`src/rtl/cache_trace_frontend_if.sv`:
```
// cache_trace_frontend_if: trace-command input and cache-request output bundle
//   master: trace source / cache model side (drives in_*, req_ready, cache_idle)
//   slave : front end side (drives in_ready, req_*, counters, err_pulse)
interface cache_trace_frontend_if #(
   parameter int ADR_BITS      = 32,
   parameter int BYTE_OFF_BITS = 6,
   parameter int SET_BITS      = 15,
   parameter int TAG_BITS      = ADR_BITS - SET_BITS - BYTE_OFF_BITS
);
   logic                     in_valid;
   logic                     in_ready;
   logic [3:0]               in_cmd;
   logic [ADR_BITS-1:0]      in_addr;
   logic                     req_valid;
   logic                     req_ready;
   logic [3:0]               req_cmd;
   logic [TAG_BITS-1:0]      req_tag;
   logic [SET_BITS-1:0]      req_set;
   logic [BYTE_OFF_BITS-1:0] req_off;
   logic                     req_is_snoop;
   logic                     cache_idle;
   logic [31:0]              cpu_cnt;
   logic [31:0]              snp_cnt;
   logic [15:0]              err_cnt;
   logic                     err_pulse;
   modport master (
      output in_valid, in_cmd, in_addr, req_ready, cache_idle,
      input  in_ready, req_valid, req_cmd, req_tag, req_set, req_off, req_is_snoop,
             cpu_cnt, snp_cnt, err_cnt, err_pulse
   );
   modport slave (
      input  in_valid, in_cmd, in_addr, req_ready, cache_idle,
      output in_ready, req_valid, req_cmd, req_tag, req_set, req_off, req_is_snoop,
             cpu_cnt, snp_cnt, err_cnt, err_pulse
   );
endinterface

```
`src/rtl/cache_trace_frontend.sv`:
```
// cache_trace_frontend: FIFO-buffered trace command front end issuing pre-decoded cache requests
//   clk, rst_n (async active-low); bus (slave): in_* handshake, req_* request register,
//   cache_idle, cpu/snp issue counters, err counter and per-drop err_pulse
module cache_trace_frontend #(
   parameter int ADR_BITS      = 32,
   parameter int BYTE_OFF_BITS = 6,
   parameter int SET_BITS      = 15,
   parameter int TAG_BITS      = ADR_BITS - SET_BITS - BYTE_OFF_BITS,
   parameter int DEPTH         = 4
) (
   input logic clk,
   input logic rst_n,
   cache_trace_frontend_if.slave bus
);
   localparam int PW = $clog2(DEPTH);
   localparam logic [PW:0] FULL = (PW+1)'(DEPTH);
   typedef enum logic {RUN, BARRIER} state_t;
   state_t state, state_nx;
   logic [3:0]          cmd_q [DEPTH];
   logic [ADR_BITS-1:0] addr_q [DEPTH];
   logic [PW-1:0]       wr_ptr, rd_ptr;
   logic [PW:0]         count;
   logic                or_valid;
   logic [3:0]          or_cmd;
   logic [ADR_BITS-1:0] or_addr;
   logic [31:0]         cpu_q, snp_q;
   logic [15:0]         err_q;
   logic [3:0]          head_cmd;
   logic                in_rdy, push, pop, load, drop_err, nonempty, accept, or_free, bar_ok;
   logic                is_nop, is_err, is_norm, is_bar;
   assign head_cmd = cmd_q[rd_ptr];
   assign nonempty = count != '0;
   assign in_rdy   = count != FULL;
   assign push     = bus.in_valid && in_rdy;
   assign is_nop   = head_cmd == 4'd7;
   assign is_err   = head_cmd >= 4'd10;
   assign is_norm  = head_cmd <= 4'd6;
   assign is_bar   = head_cmd == 4'd8 || head_cmd == 4'd9;
   assign accept   = or_valid && bus.req_ready;
   assign or_free  = !or_valid || accept;
   // barriers need a truly empty OR, not one being drained this cycle
   assign bar_ok   = !or_valid && bus.cache_idle;
   assign load     = nonempty && ((is_norm && or_free) || (is_bar && bar_ok));
   assign drop_err = nonempty && is_err;
   assign pop      = load || drop_err || (nonempty && is_nop);
   always_comb begin
      state_nx = state;
      state_nx = (state == RUN) ? ((nonempty && is_bar && !bar_ok) ? BARRIER : RUN)
                                : (load ? RUN : BARRIER);
   end
   always_ff @(posedge clk)
      if (push) begin
         cmd_q[wr_ptr]  <= bus.in_cmd;
         addr_q[wr_ptr] <= bus.in_addr;
      end
   always_ff @(posedge clk or negedge rst_n)
      if (!rst_n) begin
         state    <= RUN;
         wr_ptr   <= '0;
         rd_ptr   <= '0;
         count    <= '0;
         or_valid <= 1'b0;
         or_cmd   <= '0;
         or_addr  <= '0;
         cpu_q    <= '0;
         snp_q    <= '0;
         err_q    <= '0;
      end else begin
         state  <= state_nx;
         wr_ptr <= wr_ptr + PW'(push);
         rd_ptr <= rd_ptr + PW'(pop);
         count  <= count + {{PW{1'b0}}, push} - {{PW{1'b0}}, pop};
         if (load) begin
            or_valid <= 1'b1;
            or_cmd   <= head_cmd;
            or_addr  <= addr_q[rd_ptr];
         end else if (accept)
            or_valid <= 1'b0;
         if (accept && or_cmd <= 4'd2)
            cpu_q <= cpu_q + 32'd1;
         if (accept && or_cmd >= 4'd3 && or_cmd <= 4'd6)
            snp_q <= snp_q + 32'd1;
         if (drop_err && err_q != 16'hFFFF)
            err_q <= err_q + 16'd1;
      end
   assign bus.in_ready     = in_rdy;
   assign bus.req_valid    = or_valid;
   assign bus.req_cmd      = or_cmd;
   assign bus.req_tag      = or_addr[ADR_BITS-1 -: TAG_BITS];
   assign bus.req_set      = or_addr[BYTE_OFF_BITS +: SET_BITS];
   assign bus.req_off      = or_addr[BYTE_OFF_BITS-1:0];
   assign bus.req_is_snoop = or_cmd >= 4'd3 && or_cmd <= 4'd6;
   assign bus.cpu_cnt      = cpu_q;
   assign bus.snp_cnt      = snp_q;
   assign bus.err_cnt      = err_q;
   assign bus.err_pulse    = drop_err;
endmodule
```
`src/flat_wrapper.sv`:
```
// flat-port wrapper written by rule: the top's interface ports become plain ports
module cache_trace_frontend_flat 
#(
   parameter int ADR_BITS      = 32,
   parameter int BYTE_OFF_BITS = 6,
   parameter int SET_BITS      = 15,
   parameter int TAG_BITS      = ADR_BITS - SET_BITS - BYTE_OFF_BITS,
   parameter int DEPTH         = 4
)
  (clk, rst_n, bus_in_valid, bus_in_cmd, bus_in_addr, bus_req_ready, bus_cache_idle, bus_in_ready, bus_req_valid, bus_req_cmd, bus_req_tag, bus_req_set, bus_req_off, bus_req_is_snoop, bus_cpu_cnt, bus_snp_cnt, bus_err_cnt, bus_err_pulse);
  cache_trace_frontend_if #(.ADR_BITS(ADR_BITS), .BYTE_OFF_BITS(BYTE_OFF_BITS), .SET_BITS(SET_BITS), .TAG_BITS(TAG_BITS)) bus_i ();
  input logic clk;
  input logic rst_n;
  input wire logic [$bits(bus_i.in_valid)-1:0] bus_in_valid;
  input wire logic [$bits(bus_i.in_cmd)-1:0] bus_in_cmd;
  input wire logic [$bits(bus_i.in_addr)-1:0] bus_in_addr;
  input wire logic [$bits(bus_i.req_ready)-1:0] bus_req_ready;
  input wire logic [$bits(bus_i.cache_idle)-1:0] bus_cache_idle;
  output wire logic [$bits(bus_i.in_ready)-1:0] bus_in_ready;
  output wire logic [$bits(bus_i.req_valid)-1:0] bus_req_valid;
  output wire logic [$bits(bus_i.req_cmd)-1:0] bus_req_cmd;
  output wire logic [$bits(bus_i.req_tag)-1:0] bus_req_tag;
  output wire logic [$bits(bus_i.req_set)-1:0] bus_req_set;
  output wire logic [$bits(bus_i.req_off)-1:0] bus_req_off;
  output wire logic [$bits(bus_i.req_is_snoop)-1:0] bus_req_is_snoop;
  output wire logic [$bits(bus_i.cpu_cnt)-1:0] bus_cpu_cnt;
  output wire logic [$bits(bus_i.snp_cnt)-1:0] bus_snp_cnt;
  output wire logic [$bits(bus_i.err_cnt)-1:0] bus_err_cnt;
  output wire logic [$bits(bus_i.err_pulse)-1:0] bus_err_pulse;
  assign bus_i.in_valid = bus_in_valid;
  assign bus_i.in_cmd = bus_in_cmd;
  assign bus_i.in_addr = bus_in_addr;
  assign bus_i.req_ready = bus_req_ready;
  assign bus_i.cache_idle = bus_cache_idle;
  assign bus_in_ready = bus_i.in_ready;
  assign bus_req_valid = bus_i.req_valid;
  assign bus_req_cmd = bus_i.req_cmd;
  assign bus_req_tag = bus_i.req_tag;
  assign bus_req_set = bus_i.req_set;
  assign bus_req_off = bus_i.req_off;
  assign bus_req_is_snoop = bus_i.req_is_snoop;
  assign bus_cpu_cnt = bus_i.cpu_cnt;
  assign bus_snp_cnt = bus_i.snp_cnt;
  assign bus_err_cnt = bus_i.err_cnt;
  assign bus_err_pulse = bus_i.err_pulse;
  cache_trace_frontend #(.ADR_BITS(ADR_BITS), .BYTE_OFF_BITS(BYTE_OFF_BITS), .SET_BITS(SET_BITS), .TAG_BITS(TAG_BITS), .DEPTH(DEPTH)) u_core (.clk(clk), .rst_n(rst_n), .bus(bus_i));
endmodule
```
`config.mk`:
```
export PLATFORM = sky130hd
export DESIGN_NAME = cache_trace_frontend_flat
export DESIGN_NICKNAME = d
export VERILOG_FILES = /design/src/rtl/cache_trace_frontend_if.sv /design/src/rtl/cache_trace_frontend.sv /design/src/flat_wrapper.sv
export SDC_FILE = /design/constraint.sdc
export NUM_CORES = 1
export LEC_CHECK = 0
export CAP_MARGIN = 20
export CORE_MARGIN = 5
export CORE_UTILIZATION = 47
export CTS_BUF_LIST = sky130_fd_sc_hd__clkbuf_8
export DETAILED_ROUTE_END_ITERATION = 10
export PLACE_DENSITY = 0.76
export SYNTH_ARGS = -nofsm -noshare
export SYNTH_HDL_FRONTEND = slang
export SYNTH_SLANG_ARGS = --single-unit
```
`constraint.sdc`:
```
create_clock -name clk -period 8.05 [get_ports clk]
set_input_delay 2.415 -clock clk [delete_from_list [all_inputs] [get_ports clk]]
set_output_delay 2.415 -clock clk [all_outputs]
set_load 0.01 [all_outputs]
```
==> results.yml, run 1 <==
die:
  rows: 55
  pin_count: 161
  die_h_um: 161
  die_w_um: 161
  die_area_mm2: 0.0258
  start_util_pct: 47.4
  core_area_mm2: 0.0225
drt:
  drt_iter0_drc: 311
  drt-pass1-iter-count: 4
  drc: 0
  ant_nets: 0
  wl_per_cell_um: 18.5
  postRouteWirelength_um: 21400
  vias: 6114
  vias_per_cell: 5.29
synth:
  syn_inst: 637
  synth_edf_count: 144
  async_flop_share_pct: 46.3
  synth-seq-cells: 268
  yosysUniqueCellTypes: 40
  synth-seq-area-share_pct: 69.6
  yosysWarnings: 0
  synth_area_mm2: 0.0107
  avgSynthCellArea_um2: 16.8
  postSynthNetCount: 686
  synth_flop_cell: "edfxtp_1"
cells_and_area:
  area_growth_pct: 26.7
  drive_above_1_share_pct: 17.5
  fin_area_mm2: 0.0135
  nNetsFinal: 884
  n_antenna_cell: 0
  final_cell_mix: "clkdlybuf4s50_1, edfxtp_1, dfrtp_1"
  layout_commonest_cell: "clkdlybuf4s50_1"
global_route:
  grt_overflow_total: 0
  grt_pass1_wl_um: 34100
  grt_use_total_pct: 16.4
  antenna_found_initial: 1
  grt_max_degree: 80
  grt_pass1_vias: 6453
setup_path:
  cp-start-kind: "register"
  r2r-end: "u_core.count[2]$_DFF_PN0_"
  r2r_cells: 12
  cp.required_ns: 5.64
  critPathArrivalTime_ns: 3.06
  cp_max_fo: 35
  rrSetupSlack_ns: 4.61
  worst-setup-path-type: "register to primary output"
  startpoint: "u_core.rd_ptr[0]$_DFF_PN0_"
  r2r_start: "u_core.rd_ptr[0]$_DFF_PN0_"
  cp-end-kind: "primary output"
hold_path:
  hold_end: "u_core.bus.snp_cnt[31]$_DFFE_PN0P_"
  hp-class: "register to register"
  hp-start: "u_core.bus.snp_cnt[31]$_DFFE_PN0P_"
  holdPathStages: 1
timing:
  finalHoldViolations: 0
  period_needed_ns: 5.47
  relSlewSlack_pct: 38.1
  finClkSkew_ns: 0.0152
  setup_viol: 0
  worst_slack_ns: 2.58
  fmax_mhz: 183
  fin_tns_setup_ns: 0
  post-route-period-util_pct: 68.0
  worstMarginPinSlew_ns: 0.929
  rsz0062_at_grt: "no"
  drv_slew: 0
power_and_ir_drop:
  pwr-share-seq_pct: 43.4
  p_sw_share_pct: 30.0
  p_leak_nw: 5.31
  intPower_mw: 3.20
  comb_power_share_pct: 32.4
  pwr_density_cell_mw_per_mm2: 338
  power_frac_clock_pct: 24.2
  ir_worst_vdd_uv: 227
  p_sw_mw: 1.37
place:
  gp_congestion: 0.764
  port_buffers: 160
  post-place-ws_ns: 3.06
  dpl_cell_area_mm2: 0.0126
  dpl.hpwl_um: 13800
clocking:
  cts.repair.resized: 0
  cts_root_buf: "clkbuf_8"
  clock_path_buffers: 3
  cts.htree.levels: 2
  numCtsBuffers: 44
  cts_sinks: 268
  clkTransAtPathRegs_ns: 0.06
  clk_latency_ns: 0.54
  cts_setup_buffers: 0
  ctsHoldBuffers: 0
  cts_tree: "done"
flow_run:
  max_cap_viol_count: 0
run_status:
  run_status: "finished clean"
power by group through the flow:
stage | Clock [mW] | Sequential [mW] | Combinational (mW)
final | 1.11 | 1.98 | 1.48
after global routing | 1.20 | 2.02 | 1.61
after CTS | 1.15 | 1.99 | 1.51
after detailed placement | 0 | 2.01 | 1.50
after global placement | 0 | 2.00 | 1.46
after floorplan | 0 | 1.99 | 0.949
through the flow:
step                      std cells  power, mW  hold slack [ns]  utilization [%]
after CTS                      1154       4.64            0.472             59.9
after global placement         1071       3.46            0.456             56.0
after global routing           1156       4.83            0.487             60.1
after detailed placement       1072       3.51            0.464             56.1
final                          1156       4.58            0.467             60.1
after floorplan                 637       2.94            0.480                -
synth_stat cells (all sizes together), types with 11 or more instances:
cell	number	area share, %
mux4	36	7.6
nor2	24	0.91
edfxtp	144	41
dfrtp	124	29
xor2	24	2.0
mux2	38	5.0
and4	11	0.90
and3	17	1.0
nand3	26	1.2
nor3	13	0.71
nand4	23	1.3
inv	12	0.42
xnor2	54	4.4
nand2	42	1.5
metal layers:
layer  vias to the layer above  track usage [%]  wire, um
met5                         -                0        13
met4                         2             4.77       334
met3                        32             4.52      1560
met2                       219             25.9     10200
met1                      3071             22.5      9310
li1                       2790                -         -
critical path, stage by stage (launching register included):
cell and delay [ns]:
dfrtp_2 0.39, buf_4 0.57, mux4_2 0.64, nor2_1 0.26, nor2_1 0.15, clkdlybuf4s50_1 0.50
worst max path at each step:
stage                                    end  depth (start not counted)
2_1_floorplan  u_core.addr_q[0][0]$_DFFE_PP_                          2
3_3_place_gp                   bus_err_pulse                          5
4_1_cts                        bus_err_pulse                          5
6_report                       bus_err_pulse                          5
5_1_grt                        bus_err_pulse                          5
3_5_place_dp                   bus_err_pulse                          5
state kept, by name, indices dropped and copies added, names as in the netlist:
signal                cells
u_core.rd_ptr             2
u_core.bus.cpu_cnt       32
u_core.bus.req_valid      1
u_core.bus.err_cnt       16
u_core.cmd_q             16
u_core.bus.req_cmd        4
u_core.count              3
u_core.wr_ptr             2
u_core.or_addr           32
u_core.bus.snp_cnt       32
u_core.addr_q           128
cells by family (layout without fill, tap and decap cells):
| group | Yosys count | after routing | share of synthesized area (%) |
|---|---|---|---|
| flops | 268 | 268 | 69.6 |
| simple gates | 172 | 172 | 8.58 |
| xor+xnor | 78 | 78 | 6.40 |
| mux | 75 | 75 | 12.7 |
| buf+inv | 28 | 262 | 1.25 |
| fa+ha+maj | 8 | 8 | 1.01 |
| compound gates | 8 | 8 | 0.516 |
area by class of cell:
class | count | area [um2]
Fill cell | 1688 | 8980
Sequential cell | 268 | 7430
Multi-Input combinational cell | 341 | 3140
Timing Repair Buffer | 168 | 1720
Clock buffer | 51 | 702
Tap cell | 285 | 357
Clock inverter | 31 | 139
Inverter | 12 | 45.0
Power figures use the tool's default switching activity.
==> inputs of run 2 (changes only) <==
Clock period 8.05 ns to 5.2 ns, I/O delays scaled along.
==> run 2 against run 1 <==
Effect of this change: worst setup slack got worse by 1.7 ns; power rose by 52%; die area unchanged; largest power group unchanged; via count fell by 1.7%; core utilization shrank 0.43 points; critical path depth down 1; worst hold slack gained 0.0021 ns; critical endpoint unchanged; combinational power rose by 53%; highest routed layer unchanged; cell area shrank 0.72%; non-clock buffer count is the same.
==> results.yml, run 2 (same netlist as run 1, synthesis figures left out) <==
run_status:
  run_status: "finished clean"
die:
  die_w_um: 161
  die_area_mm2: 0.0258
  core_area_mm2: 0.0225
  start_util_pct: 47.4
  pin_count: 161
  rows: 55
  die_h_um: 161
hold_path:
  hp-class: "register to register"
  hold_end: "u_core.bus.cpu_cnt[31]$_DFFE_PN0P_"
  holdPathStages: 1
  hp-start: "u_core.bus.cpu_cnt[31]$_DFFE_PN0P_"
global_route:
  grt_use_total_pct: 16.3
  grt_pass1_wl_um: 33800
  busiest_layer: "met2"
  grt_max_degree: 95
  grt_pass1_vias: 6243
  antenna_found_initial: 3
  grt_util_met3_pct: 4.90
  grt_overflow_total: 0
  grtUsageMet2_pct: 26.0
  met1_usage_pct: 21.9
timing:
  fmax_mhz: 229
  relSlewSlack_pct: 34.7
  period_needed_ns: 4.37
  fin_tns_setup_ns: 0
  drv_slew: 0
  post-route-period-util_pct: 84.0
  setup_viol: 0
  rsz0062_at_grt: "no"
  worst_slack_ns: 0.830
  finClkSkew_ns: 0.0184
  finalHoldViolations: 0
  worstMarginPinSlew_ns: 0.979
cells_and_area:
  nNetsFinal: 884
  drive_above_1_share_pct: 16.8
  largest_reg_flops: 128
  n_antenna_cell: 0
  layout_commonest_cell: "clkdlybuf4s50_1"
  fill_cells: 1708
  largest-register: "u_core.addr_q"
  final_cell_mix: "clkdlybuf4s50_1, edfxtp_1, dfrtp_1"
  area_growth_pct: 25.8
setup_path:
  cp-end-kind: "primary output"
  rrSetupSlack_ns: 2.02
  r2r_start: "u_core.rd_ptr[0]$_DFF_PN0_"
  critPathArrivalTime_ns: 2.81
  worst-setup-path-type: "register to primary output"
  startpoint: "u_core.rd_ptr[0]$_DFF_PN0_"
  cp.required_ns: 3.64
  cp-start-kind: "register"
  cp_max_fo: 17
  r2r_cells: 11
  r2r-end: "u_core.count[2]$_DFF_PN0_"
drt:
  drt_iter0_drc: 239
  wl_per_cell_um: 18.3
  ant_nets: 0
  drc: 0
  vias_per_cell: 5.21
  drt-pass1-iter-count: 4
  vias: 6012
  postRouteWirelength_um: 21100
clocking:
  cts.htree.levels: 2
  cts_setup_buffers: 0
  numCtsBuffers: 44
  cts.repair.resized: 0
  cts_root_buf: "clkbuf_8"
  clock_path_buffers: 3
  clk_latency_ns: 0.54
  ctsHoldBuffers: 0
  cts_sinks: 268
  clkTransAtPathRegs_ns: 0.06
  cts_tree: "done"
power_and_ir_drop:
  pwr_density_cell_mw_per_mm2: 520
  p_leak_nw: 5.28
  power_mw: 6.98
  ir_worst_vdd_uv: 351
place:
  port_buffers: 160
  dpl.hpwl_um: 14000
  gp_congestion: 0.793
  post-place-ws_ns: 1.32
flow_run:
  max_cap_viol_count: 0
## run 2: layout make-up
| class | instances | area [um2] | area share, % |
|---|---|---|---|
| flip-flops and latches | 268 | 7430 | 55.3 |
| clock inverters | 33 | 135 | 1.01 |
| multi-input cells | 341 | 3140 | 23.4 |
| clock buffers | 48 | 661 | 4.92 |
| well taps | 285 | 357 | 2.66 |
| repair buffers | 168 | 1660 | 12.4 |
| inverters | 12 | 45.0 | 0.335 |
## run 2: power by group
part | total (mW) | switching [mW] | internal, mW
Clock | 1.63 | 0.787 | 0.847
Sequential | 3.08 | 0.330 | 2.75
Combinational | 2.26 | 0.971 | 1.29
Total | 6.98 | 2.09 | 4.89
## run 2: worst max-delay path by stage
stage,to,slack (ns),depth (start not counted)
after floorplan,u_core.addr_q[0][0]$_DFFE_PP_,0.22,2
after CTS,bus_err_pulse,0.74,4
final,bus_err_pulse,0.83,4
after global routing,bus_err_pulse,0.58,4
after global placement,bus_err_pulse,1.35,4
after detailed placement,bus_err_pulse,1.32,4
## run 2: worst max-delay path, stage by stage, from the launching register on
cell	delay, ns
dfrtp_2	0.72
mux4_2	0.62
nor2_1	0.27
nor2_1	0.15
clkdlybuf4s50_1	0.52
## run 2: metal layers
metal | up-vias | part of all wire [%]
met2 | 189 | 48
met5 | - | 0.16
met4 | 6 | 1.9
met1 | 2990 | 43
met3 | 45 | 7.4
li1 | 2782 | -
## run 2: through the flow
step	std cells	cell area (um2)	util, %	hold slack (ns)
finish	1155	13400	59.7	0.469
floorplan	637	10700	-	0.480
CTS	1155	13400	59.7	0.472
detailed placement	1074	12600	56.1	0.465
global route	1155	13400	59.7	0.495
global placement	1074	12600	56.1	0.457
==> inputs of run 3 (changes only) <==
Clock period 5.2 ns to 4.57 ns, I/O delays scaled along.
==> run 3 against run 2 <==
Effect of this change: die area stayed put; clock power is 24% higher; largest cell class unchanged; final cell count is 0.26% higher; clock skew is 0.011 ns higher; first-iteration DRC count is 49% higher; sequential cell count stayed put; highest routed layer unchanged.
==> results.yml, run 3 (same netlist as run 1, synthesis figures left out) <==
clocking:
  clock_path_buffers: 3
  cts.htree.levels: 2
  clkTransAtPathRegs_ns: 0.06
  cts_sinks: 268
  numCtsBuffers: 44
  cts.repair.resized: 0
  cts_setup_buffers: 0
  clk_latency_ns: 0.55
  ctsHoldBuffers: 0
  cts_tree: "done"
  cts_root_buf: "clkbuf_8"
timing:
  finClkSkew_ns: 0.0295
  post-route-period-util_pct: 87.3
  finalHoldViolations: 0
  fin_tns_setup_ns: 0
  period_needed_ns: 3.99
  relSlewSlack_pct: 51.7
  worstMarginPinSlew_ns: 0.725
  drv_slew: 0
  rsz0062_at_grt: "no"
  setup_viol: 0
  fmax_mhz: 251
global_route:
  grt_use_total_pct: 16.6
  grt_pass1_vias: 6412
  antenna_found_initial: 2
  grt_pass1_wl_um: 34500
  grt_max_degree: 78
  grt_overflow_total: 0
flow_run:
  max_cap_viol_count: 0
cells_and_area:
  largest_reg_flops: 128
  layout_commonest_cell: "clkdlybuf4s50_1"
  drive_above_1_share_pct: 18.0
  n_antenna_cell: 0
  fin_area_mm2: 0.0135
  area_growth_pct: 26.7
  largest-register: "u_core.addr_q"
  postLayoutCoreUtil_pct: 60.1
  fill_cells: 1677
  final_cell_mix: "clkdlybuf4s50_1, edfxtp_1, dfrtp_1"
  nNetsFinal: 886
  fin_cells: 1158
setup_path:
  max_stage_delay_ns: 0.60
  cp_cell_sequence: "mux4_2 -> nor2_1 -> nor2_1 -> clkdlybuf4s50_1"
  critPathArrivalTime_ns: 2.62
  cp_max_fo: 10
  r2r_cells: 11
  cp-end-kind: "primary output"
  cpMostUsedCell: "nor2_1"
  worst-setup-path-type: "register to primary output"
  r2r-end: "u_core.count[2]$_DFF_PN0_"
  critPathSlowestCell: "mux4_2"
  worst-path-buf-inv: 1
  crit_cells: 4
  cp-start-kind: "register"
  cp_top_family: "multiplexers"
  r2r_start: "u_core.rd_ptr[0]$_DFF_PN0_"
  startpoint: "u_core.rd_ptr[0]$_DFF_PN0_"
  rrSetupSlack_ns: 1.51
  cp.required_ns: 3.20
drt:
  drt-pass1-iter-count: 5
  drc: 0
  wl_per_cell_um: 18.4
  vias: 6074
  drt_iter0_drc: 356
  vias_per_cell: 5.25
  ant_nets: 0
  postRouteWirelength_um: 21300
die:
  die_area_mm2: 0.0258
  die_h_um: 161
  start_util_pct: 47.4
  rows: 55
  die_w_um: 161
  core_area_mm2: 0.0225
  pin_count: 161
place:
  dp.cells: 1076
  gp_congestion: 0.775
  dpl.hpwl_um: 14000
  port_buffers: 160
  dpl_cell_area_mm2: 0.0127
power_and_ir_drop:
  pwr_density_cell_mw_per_mm2: 600
  p_leak_nw: 5.32
  ir_worst_vdd_uv: 359
hold_path:
  holdPathStages: 1
  hp-start: "u_core.bus.cpu_cnt[31]$_DFFE_PN0P_"
  hold_end: "u_core.bus.cpu_cnt[31]$_DFFE_PN0P_"
  hp-class: "register to register"
run_status:
  run_status: "finished clean"
[run 3: cell types whose count changed in the layout (fill, tap and decap cells not counted), sizes merged]
cell,previous run,this run
clkinv,8,15
clkinvlp,2,0
inv,35,27
buf,9,11
bufinv,0,1
clkbuf,48,51
[run 3: layout make-up]
class	instances	area, um2	area share [%]
Clock buffer	51	702	5.19
Clock inverter	31	174	1.29
Inverter	12	45.0	0.333
Multi-Input combinational cell	341	3140	23.2
Sequential cell	268	7430	54.9
Tap cell	285	357	2.64
Timing Repair Buffer	170	1680	12.4
[run 3: worst max-delay path by stage]
stage / endpoint / slack (ns)
finish: bus_err_pulse / 0.58
global route: bus_err_pulse / 0.36
CTS: bus_err_pulse / 0.48
detailed placement: u_core.count[2]$_DFF_PN0_ / 0.83
global placement: u_core.count[2]$_DFF_PN0_ / 0.92
floorplan: u_core.addr_q[1][0]$_DFFE_PP_ / 0.96
[run 3: through the flow]
step	worst slack, ns	power (mW)	hold WS (ns)
floorplan	0.955	5.17	0.480
global placement	0.917	6.12	0.458
detailed placement	0.828	6.21	0.470
CTS	0.485	8.26	0.478
global route	0.355	8.62	0.495
finish	0.581	8.12	0.470
[run 3: metal layers]
| layer | part of all wire [%] | vias up | GRT usage (%) |
|---|---|---|---|
| met5 | 0.13 | - | 0 |
| met4 | 1.7 | 4 | 4.89 |
| met3 | 7.9 | 40 | 4.64 |
| met2 | 48 | 218 | 27.0 |
| met1 | 42 | 3027 | 22.1 |
| li1 | - | 2785 | - |
[run 3: worst register-to-register path, stage by stage, from the launching register on]
cell and delay (ns):
dfrtp_2 0.57, mux4_2 0.60, nor2_1 0.27, and4_1 0.31, nor2_4 0.04, nand2_1 0.11
ha_1 0.13, inv_1 0.04, ha_1 0.20, fa_1 0.39, xnor2_1 0.20, xnor2_1 0.14
[run 3: power by group]
group / leakage, nW / total, mW / switching [mW] / internal (mW)
logic: 1.90 / 2.61 / 1.14 / 1.48
clock network: 0.508 / 2.02 / 0.930 / 1.09
registers: 2.91 / 3.49 / 0.357 / 3.13
total: 5.32 / 8.12 / 2.42 / 5.69
